File: config.mk
export PLATFORM = sky130hd
export DESIGN_NAME = ddma_mmio_regs
export DESIGN_NICKNAME = d
export VERILOG_FILES = /design/src/rtl/ddma_regs_pkg.sv /design/src/rtl/ddma_mmio_regs.sv
export SDC_FILE = /design/constraint.sdc
export NUM_CORES = 1
export LEC_CHECK = 0
export CAP_MARGIN = 15
export CELL_PAD_IN_SITES_DETAIL_PLACEMENT = 1
export CELL_PAD_IN_SITES_GLOBAL_PLACEMENT = 1
export CORE_UTILIZATION = 33
export DETAILED_ROUTE_END_ITERATION = 8
export PLACE_DENSITY_LB_ADDON = 0.1
export SYNTH_ARGS = -nofsm -noshare
export SYNTH_HDL_FRONTEND = slang
export SYNTH_SLANG_ARGS = --single-unit
File: constraint.sdc
create_clock -name clock -period 3.4 [get_ports clock]
set_input_delay 0.68 -clock clock [delete_from_list [all_inputs] [get_ports clock]]
set_output_delay 0.68 -clock clock [all_outputs]
set_load 0.1 [all_outputs]
File: src/rtl/ddma_regs_pkg.sv
// Shared definitions for the DDMA MMIO register block: register offsets,
// command FSM states and the byte-swap helper used on the CPU data path.
package ddma_regs_pkg;

   localparam logic [2:0] OFF_ID     = 3'd0;
   localparam logic [2:0] OFF_DEST   = 3'd1;
   localparam logic [2:0] OFF_ADDR   = 3'd2;
   localparam logic [2:0] OFF_SIZE   = 3'd3;
   localparam logic [2:0] OFF_CMD    = 3'd4;
   localparam logic [2:0] OFF_STATUS = 3'd5;

   typedef enum logic [1:0] {
      IDLE = 2'd0,
      REQ  = 2'd1,
      BUSY = 2'd2
   } state_t;

   function automatic logic [31:0] bswap32(input logic [31:0] v);
      return {v[7:0], v[15:8], v[23:16], v[31:24]};
   endfunction

endpackage

File: src/rtl/ddma_mmio_regs.sv
// CPU-facing register file for the DDMA engine: captures dest/addr/size,
// issues a req/ack start command, tracks completion and holds sticky IRQs.
//
// state | meaning
// IDLE  | no transfer; DEST/ADDR/SIZE/CMD writable
// REQ   | cmd_req_out asserted, waiting for cmd_ack_in
// BUSY  | DDMA accepted; waiting for send_done_in
module ddma_mmio_regs
   import ddma_regs_pkg::*;
#(
   parameter int unsigned MEMORY_WIDTH = 32,
   parameter logic [31:0] ADDRESS      = 32'h0,
   parameter logic [31:0] BASE_ADDR    = 32'h2000_0000
) (
   input  logic                    clock,
   input  logic                    reset,
   input  logic [MEMORY_WIDTH-1:0] addr_in,
   input  logic [MEMORY_WIDTH-1:0] data_in,
   input  logic [3:0]              wb_in,
   output logic [MEMORY_WIDTH-1:0] data_out,
   output logic                    err_out,
   output logic [MEMORY_WIDTH-1:0] dest_out,
   output logic [MEMORY_WIDTH-1:0] addr_out,
   output logic [MEMORY_WIDTH-1:0] size_out,
   output logic                    cmd_req_out,
   input  logic                    cmd_ack_in,
   input  logic                    send_done_in,
   input  logic                    recv_irq_in,
   input  logic [2:0]              state_send_in,
   input  logic [2:0]              state_recv_in,
   output logic                    irq_send_out,
   output logic                    irq_recv_out
);

   state_t      state_q, state_d;
   logic [31:0] dest_q, dest_d;
   logic [31:0] addr_q, addr_d;
   logic [31:0] size_q, size_d;
   logic [31:0] data_q, data_d;
   logic        err_q, err_d;
   logic        irq_send_q, irq_send_d;
   logic        irq_recv_q, irq_recv_d;

   logic        hit;
   logic [2:0]  off;
   logic        wr_full;
   logic        wr_part;
   logic        idle;
   logic        cfg_off;
   logic [31:0] wr_data;
   logic        cmd_write;
   logic        cmd_go;
   logic        cmd_zero_size;
   logic        unused_addr_lsb;

   assign hit     = (addr_in[31:5] == BASE_ADDR[31:5]);
   assign off     = addr_in[4:2];
   assign wr_full = hit && (wb_in == 4'hF);
   assign wr_part = hit && (wb_in != 4'h0) && (wb_in != 4'hF);
   assign idle    = (state_q == IDLE);
   assign cfg_off = (off >= OFF_DEST) && (off <= OFF_CMD);
   assign wr_data = bswap32(data_in);

   assign cmd_write     = wr_full && (off == OFF_CMD) && idle && (wr_data != 32'h0);
   assign cmd_go        = cmd_write && (size_q != 32'h0);
   assign cmd_zero_size = cmd_write && (size_q == 32'h0);

   assign unused_addr_lsb = ^addr_in[1:0];

   always_ff @(posedge clock) begin
      if (reset) begin
         state_q <= IDLE;
      end else begin
         state_q <= state_d;
      end
   end

   always_comb begin
      state_d = state_q;
      case (state_q)
         IDLE:    if (cmd_go)       state_d = REQ;
         REQ:     if (cmd_ack_in)   state_d = BUSY;
         BUSY:    if (send_done_in) state_d = IDLE;
         default:                   state_d = IDLE;
      endcase
   end

   always_comb begin
      cmd_req_out = (state_q == REQ);
   end

   always_comb begin
      dest_d     = dest_q;
      addr_d     = addr_q;
      size_d     = size_q;
      irq_send_d = irq_send_q;
      irq_recv_d = irq_recv_q;
      data_d     = 32'h0;

      if (wr_full && idle) begin
         case (off)
            OFF_DEST: dest_d = wr_data;
            OFF_ADDR: addr_d = wr_data;
            OFF_SIZE: size_d = wr_data;
            default:  ;
         endcase
      end

      // Clear first so a same-cycle set overrides the W1C.
      if (wr_full && (off == OFF_STATUS)) begin
         if (data_in[31]) irq_send_d = 1'b0;
         if (data_in[30]) irq_recv_d = 1'b0;
      end
      if ((state_q == BUSY) && send_done_in) irq_send_d = 1'b1;
      if (recv_irq_in)                        irq_recv_d = 1'b1;

      err_d = wr_part
            || (hit && (off[2:1] == 2'b11))
            || (wr_full && !idle && cfg_off)
            || cmd_zero_size;

      if (hit) begin
         case (off)
            OFF_ID:     data_d = bswap32(ADDRESS);
            OFF_DEST:   data_d = bswap32(dest_q);
            OFF_ADDR:   data_d = bswap32(addr_q);
            OFF_SIZE:   data_d = bswap32(size_q);
            OFF_CMD:    data_d = bswap32({31'b0, !idle});
            OFF_STATUS: data_d = {irq_send_q, irq_recv_q, state_send_in, state_recv_in, 24'h0};
            default:    data_d = 32'h0;
         endcase
      end
   end

   always_ff @(posedge clock) begin
      if (reset) begin
         dest_q     <= 32'h0;
         addr_q     <= 32'h0;
         size_q     <= 32'h0;
         data_q     <= 32'h0;
         err_q      <= 1'b0;
         irq_send_q <= 1'b0;
         irq_recv_q <= 1'b0;
      end else begin
         dest_q     <= dest_d;
         addr_q     <= addr_d;
         size_q     <= size_d;
         data_q     <= data_d;
         err_q      <= err_d;
         irq_send_q <= irq_send_d;
         irq_recv_q <= irq_recv_d;
      end
   end

   assign data_out     = data_q;
   assign err_out      = err_q;
   assign dest_out     = dest_q;
   assign addr_out     = addr_q;
   assign size_out     = size_q;
   assign irq_send_out = irq_send_q;
   assign irq_recv_out = irq_recv_q;

endmodule
==> reports/results.txt <==
Gate Count Post-Synth: 579
F_max: 380 MHz
Hold Violations, Final: 0
Max-slew headroom: 32.6%
Met1 Use GR: 27.0%
Worst-path fanout max: 3
Buf/Inv on CP: 1
CP Cell Sequence: clkdlybuf4s50_1
Total vias in the final route: 5072
Die W: 132 um
Antenna violations before repair: 0
Hold Path Class: register to register
DRT iter0 DRCs: 191
Clock latency at the later pin of the worst-skew pair: 0.42 ns
Worst vdd ir: 0.346 mV
Clock skew: 0.00684 ns
Cell row count: 47
Mapped Avg Cell Area: 9.63 um2
Drt drc: 0
TritonCTS clock tree: built
Pwr dens: 445 mW/mm2
LEAKAGE: 3.10 nW
Placer's final routability congestion estimate: 0.786
Final setup viols: 0
First-pass GRT wire length: 30.3 mm
Post-layout min period: 2.63 ns
Die Area: 0.0174 mm2
GRT Util Overall: 22.6%
Remaining global-route overflow: 0
Sequential share of the synthesized area: 47.8%
Grt met2 use: 39.1%
Maxcap violations: 0
CP max-delay cell: clkdlybuf4s50_1
Sum Neg Setup Slack: 0 ns
Placed insts: 987
Most used routing layer: met2
PostCTS Resize Cnt: 0
Tcrit/Tclk final: 77.3%
Post-DP HPWL: 13.5 mm
Max Root-Sink Buffers: 2
Pwr Total: 3.68 mW
Design area: 0.00827 mm2
Antenna viol nets, final: 0
Placed instance area: 0.00765 mm2
Antenna fix cells: 0
Layout cell share with drive strength beyond 1: 17.5%
Top Ports: 211
Synth Warn #: 0
Max-slew violation count: 0
Status: finished, final reports clean
Drt via density: 4.98
Initial core utilization: 33.7%
CTS root buf: clkbuf_16
Die Ht: 132 um
Worst Path Required: 2.72 ns
Critical path class: register to output port
Syn Nets: 660
Routed WL: 19.0 mm
Post-synthesis register bit count: 133
Setup bufs post-CTS: 0
IO Port Bufs: 208
Nets: 867
Crit-path leading delay family: buffers and inverters
Non-Filler Instances: 1018
CP endpoint kind: output port
DR WL/cell: 18.7 um
Core area: 0.0165 mm2
Inserted Clock Buffers: 17
Arr. time, crit path: 1.95 ns
H-tree Lvls: 4
Least-Margin Pin Slew: 1.01 ns
RSZ-0062 raised after global routing: false
GR Util met3: 6.11%
Pin count of the biggest net entering global routing: 60
Crit path largest cell delay: 1.15 ns
Hold_buf cts: 0
Netlist cell types: 38
P&R area growth vs syn: 48.3%
Vias in the first global route: 5377
Clock sink total: 133
Synthesized area: 0.00557 mm2
Element type at the critical path start: register
Pre-antenna DRT Iters: 6
Clock-pin slew on the worst setup and hold paths: 0.06 ns
state kept, by name, summed over array words and instances, names as in the netlist:
name          count
state_q           2
addr_out         32
irq_send_out      1
dest_out         32
size_out         32
data_out         32
err_out           1
irq_recv_out      1
synthesized netlist by cell type (all sizes together):
cell / n / area share (%)
mux2i: 124 / 22
a21oi: 35 / 3.1
clkinv: 1 / 0.067
inv: 3 / 0.20
nand3: 2 / 0.27
a31oi: 2 / 0.22
nor3: 3 / 0.27
o21ai: 8 / 0.72
buf: 15 / 2.3
nor2: 162 / 11
nand3b: 1 / 0.13
nor2b: 5 / 0.56
a21o: 1 / 0.16
or2: 1 / 0.16
and4: 1 / 0.16
nand2b: 2 / 0.22
o22ai: 1 / 0.11
mux2: 3 / 0.61
o211ai: 1 / 0.13
clkbuf: 20 / 1.3
nor4: 24 / 3.7
nand2: 6 / 0.40
ha: 2 / 0.45
dfxtp: 133 / 48
or4b: 1 / 0.18
a22oi: 5 / 0.67
nor4b: 2 / 0.85
and3: 5 / 0.56
nand4: 8 / 1.2
o221ai: 1 / 0.16
or4: 1 / 0.13
cell usage in the layout, fill, tap and decap left out, types with 3 or more instances in the layout:
master             n
a22oi_1            5
clkbuf_16         17
nor4_4             3
clkbuf_8           4
dfxtp_1          133
clkbuf_1           3
nor2b_1            4
o21ai_0            7
nor4_1            19
mux2_2             3
nor3_1             3
and3_1             5
bufinv_16          3
nor2_1           162
nand2_1            6
nand4_1            7
inv_1              3
buf_4             95
a21oi_1           35
clkdlybuf4s50_1  126
mux2i_1          124
worst paths after layout:
kind | start | end | slack, ns | depth (start not counted)
worst max register to register | state_q[1] | addr_out[19] | 1.44 | 6
worst max-delay path | dest_out[10] | dest_out[10] | 0.77 | 1
worst min register to register | dest_out[31] | data_out[7] | 0.52 | 2
worst min-delay path | dest_out[31] | data_out[7] | 0.52 | 2
tightest hold or removal path, delay by kind of cell, from the launching register on:
kind | cells | cell delay [ns]
DFF | 1 | 0.35
and+or+nand+nor | 1 | 0.07
AOI/OAI and AO/OA | 1 | 0.07
power by group:
group,total [mW],internal (mW),switching (mW)
clock network,1.90,1.23,0.675
registers,1.56,1.56,0.000751
logic,0.216,0.104,0.112
total,3.68,2.89,0.788
cell families (layout without fill, tap and decap cells):
group           Yosys count  in the layout  share of synthesized area [%]
compound gates           54             54                           5.32
flops                   133            133                           47.8
mux                     127            127                           22.9
buf+inv                  39            258                           3.88
fa+ha+maj                 2              2                          0.449
simple gates            224            224                           19.7
metrics by stage:
stage | utilization [%] | hold WS (ns) | setup WS [ns]
finish | 50.0 | 0.519 | 0.771
CTS | 50.0 | 0.527 | 0.751
global placement | 46.3 | 0.497 | 0.474
floorplan | - | 0.502 | 0.763
global route | 50.0 | 0.542 | 0.652
detailed placement | 46.3 | 0.508 | 0.395
metal layers:
layer	vias up	wire (um)
met5	-	0
met4	0	216
met3	19	1190
met2	145	9520
met1	2474	8110
li1	2434	-
layout make-up:
class                           count  area (um2)
Clock buffer                       24         492
Sequential cell                   133        2660
Multi-Input combinational cell    407        2700
Clock inverter                      7         120
Tap cell                          220         275
Inverter                            4        15.0
Timing Repair Buffer              223        2000
Fill cell                        1860        8260
Power figures use the tool's default switching activity.
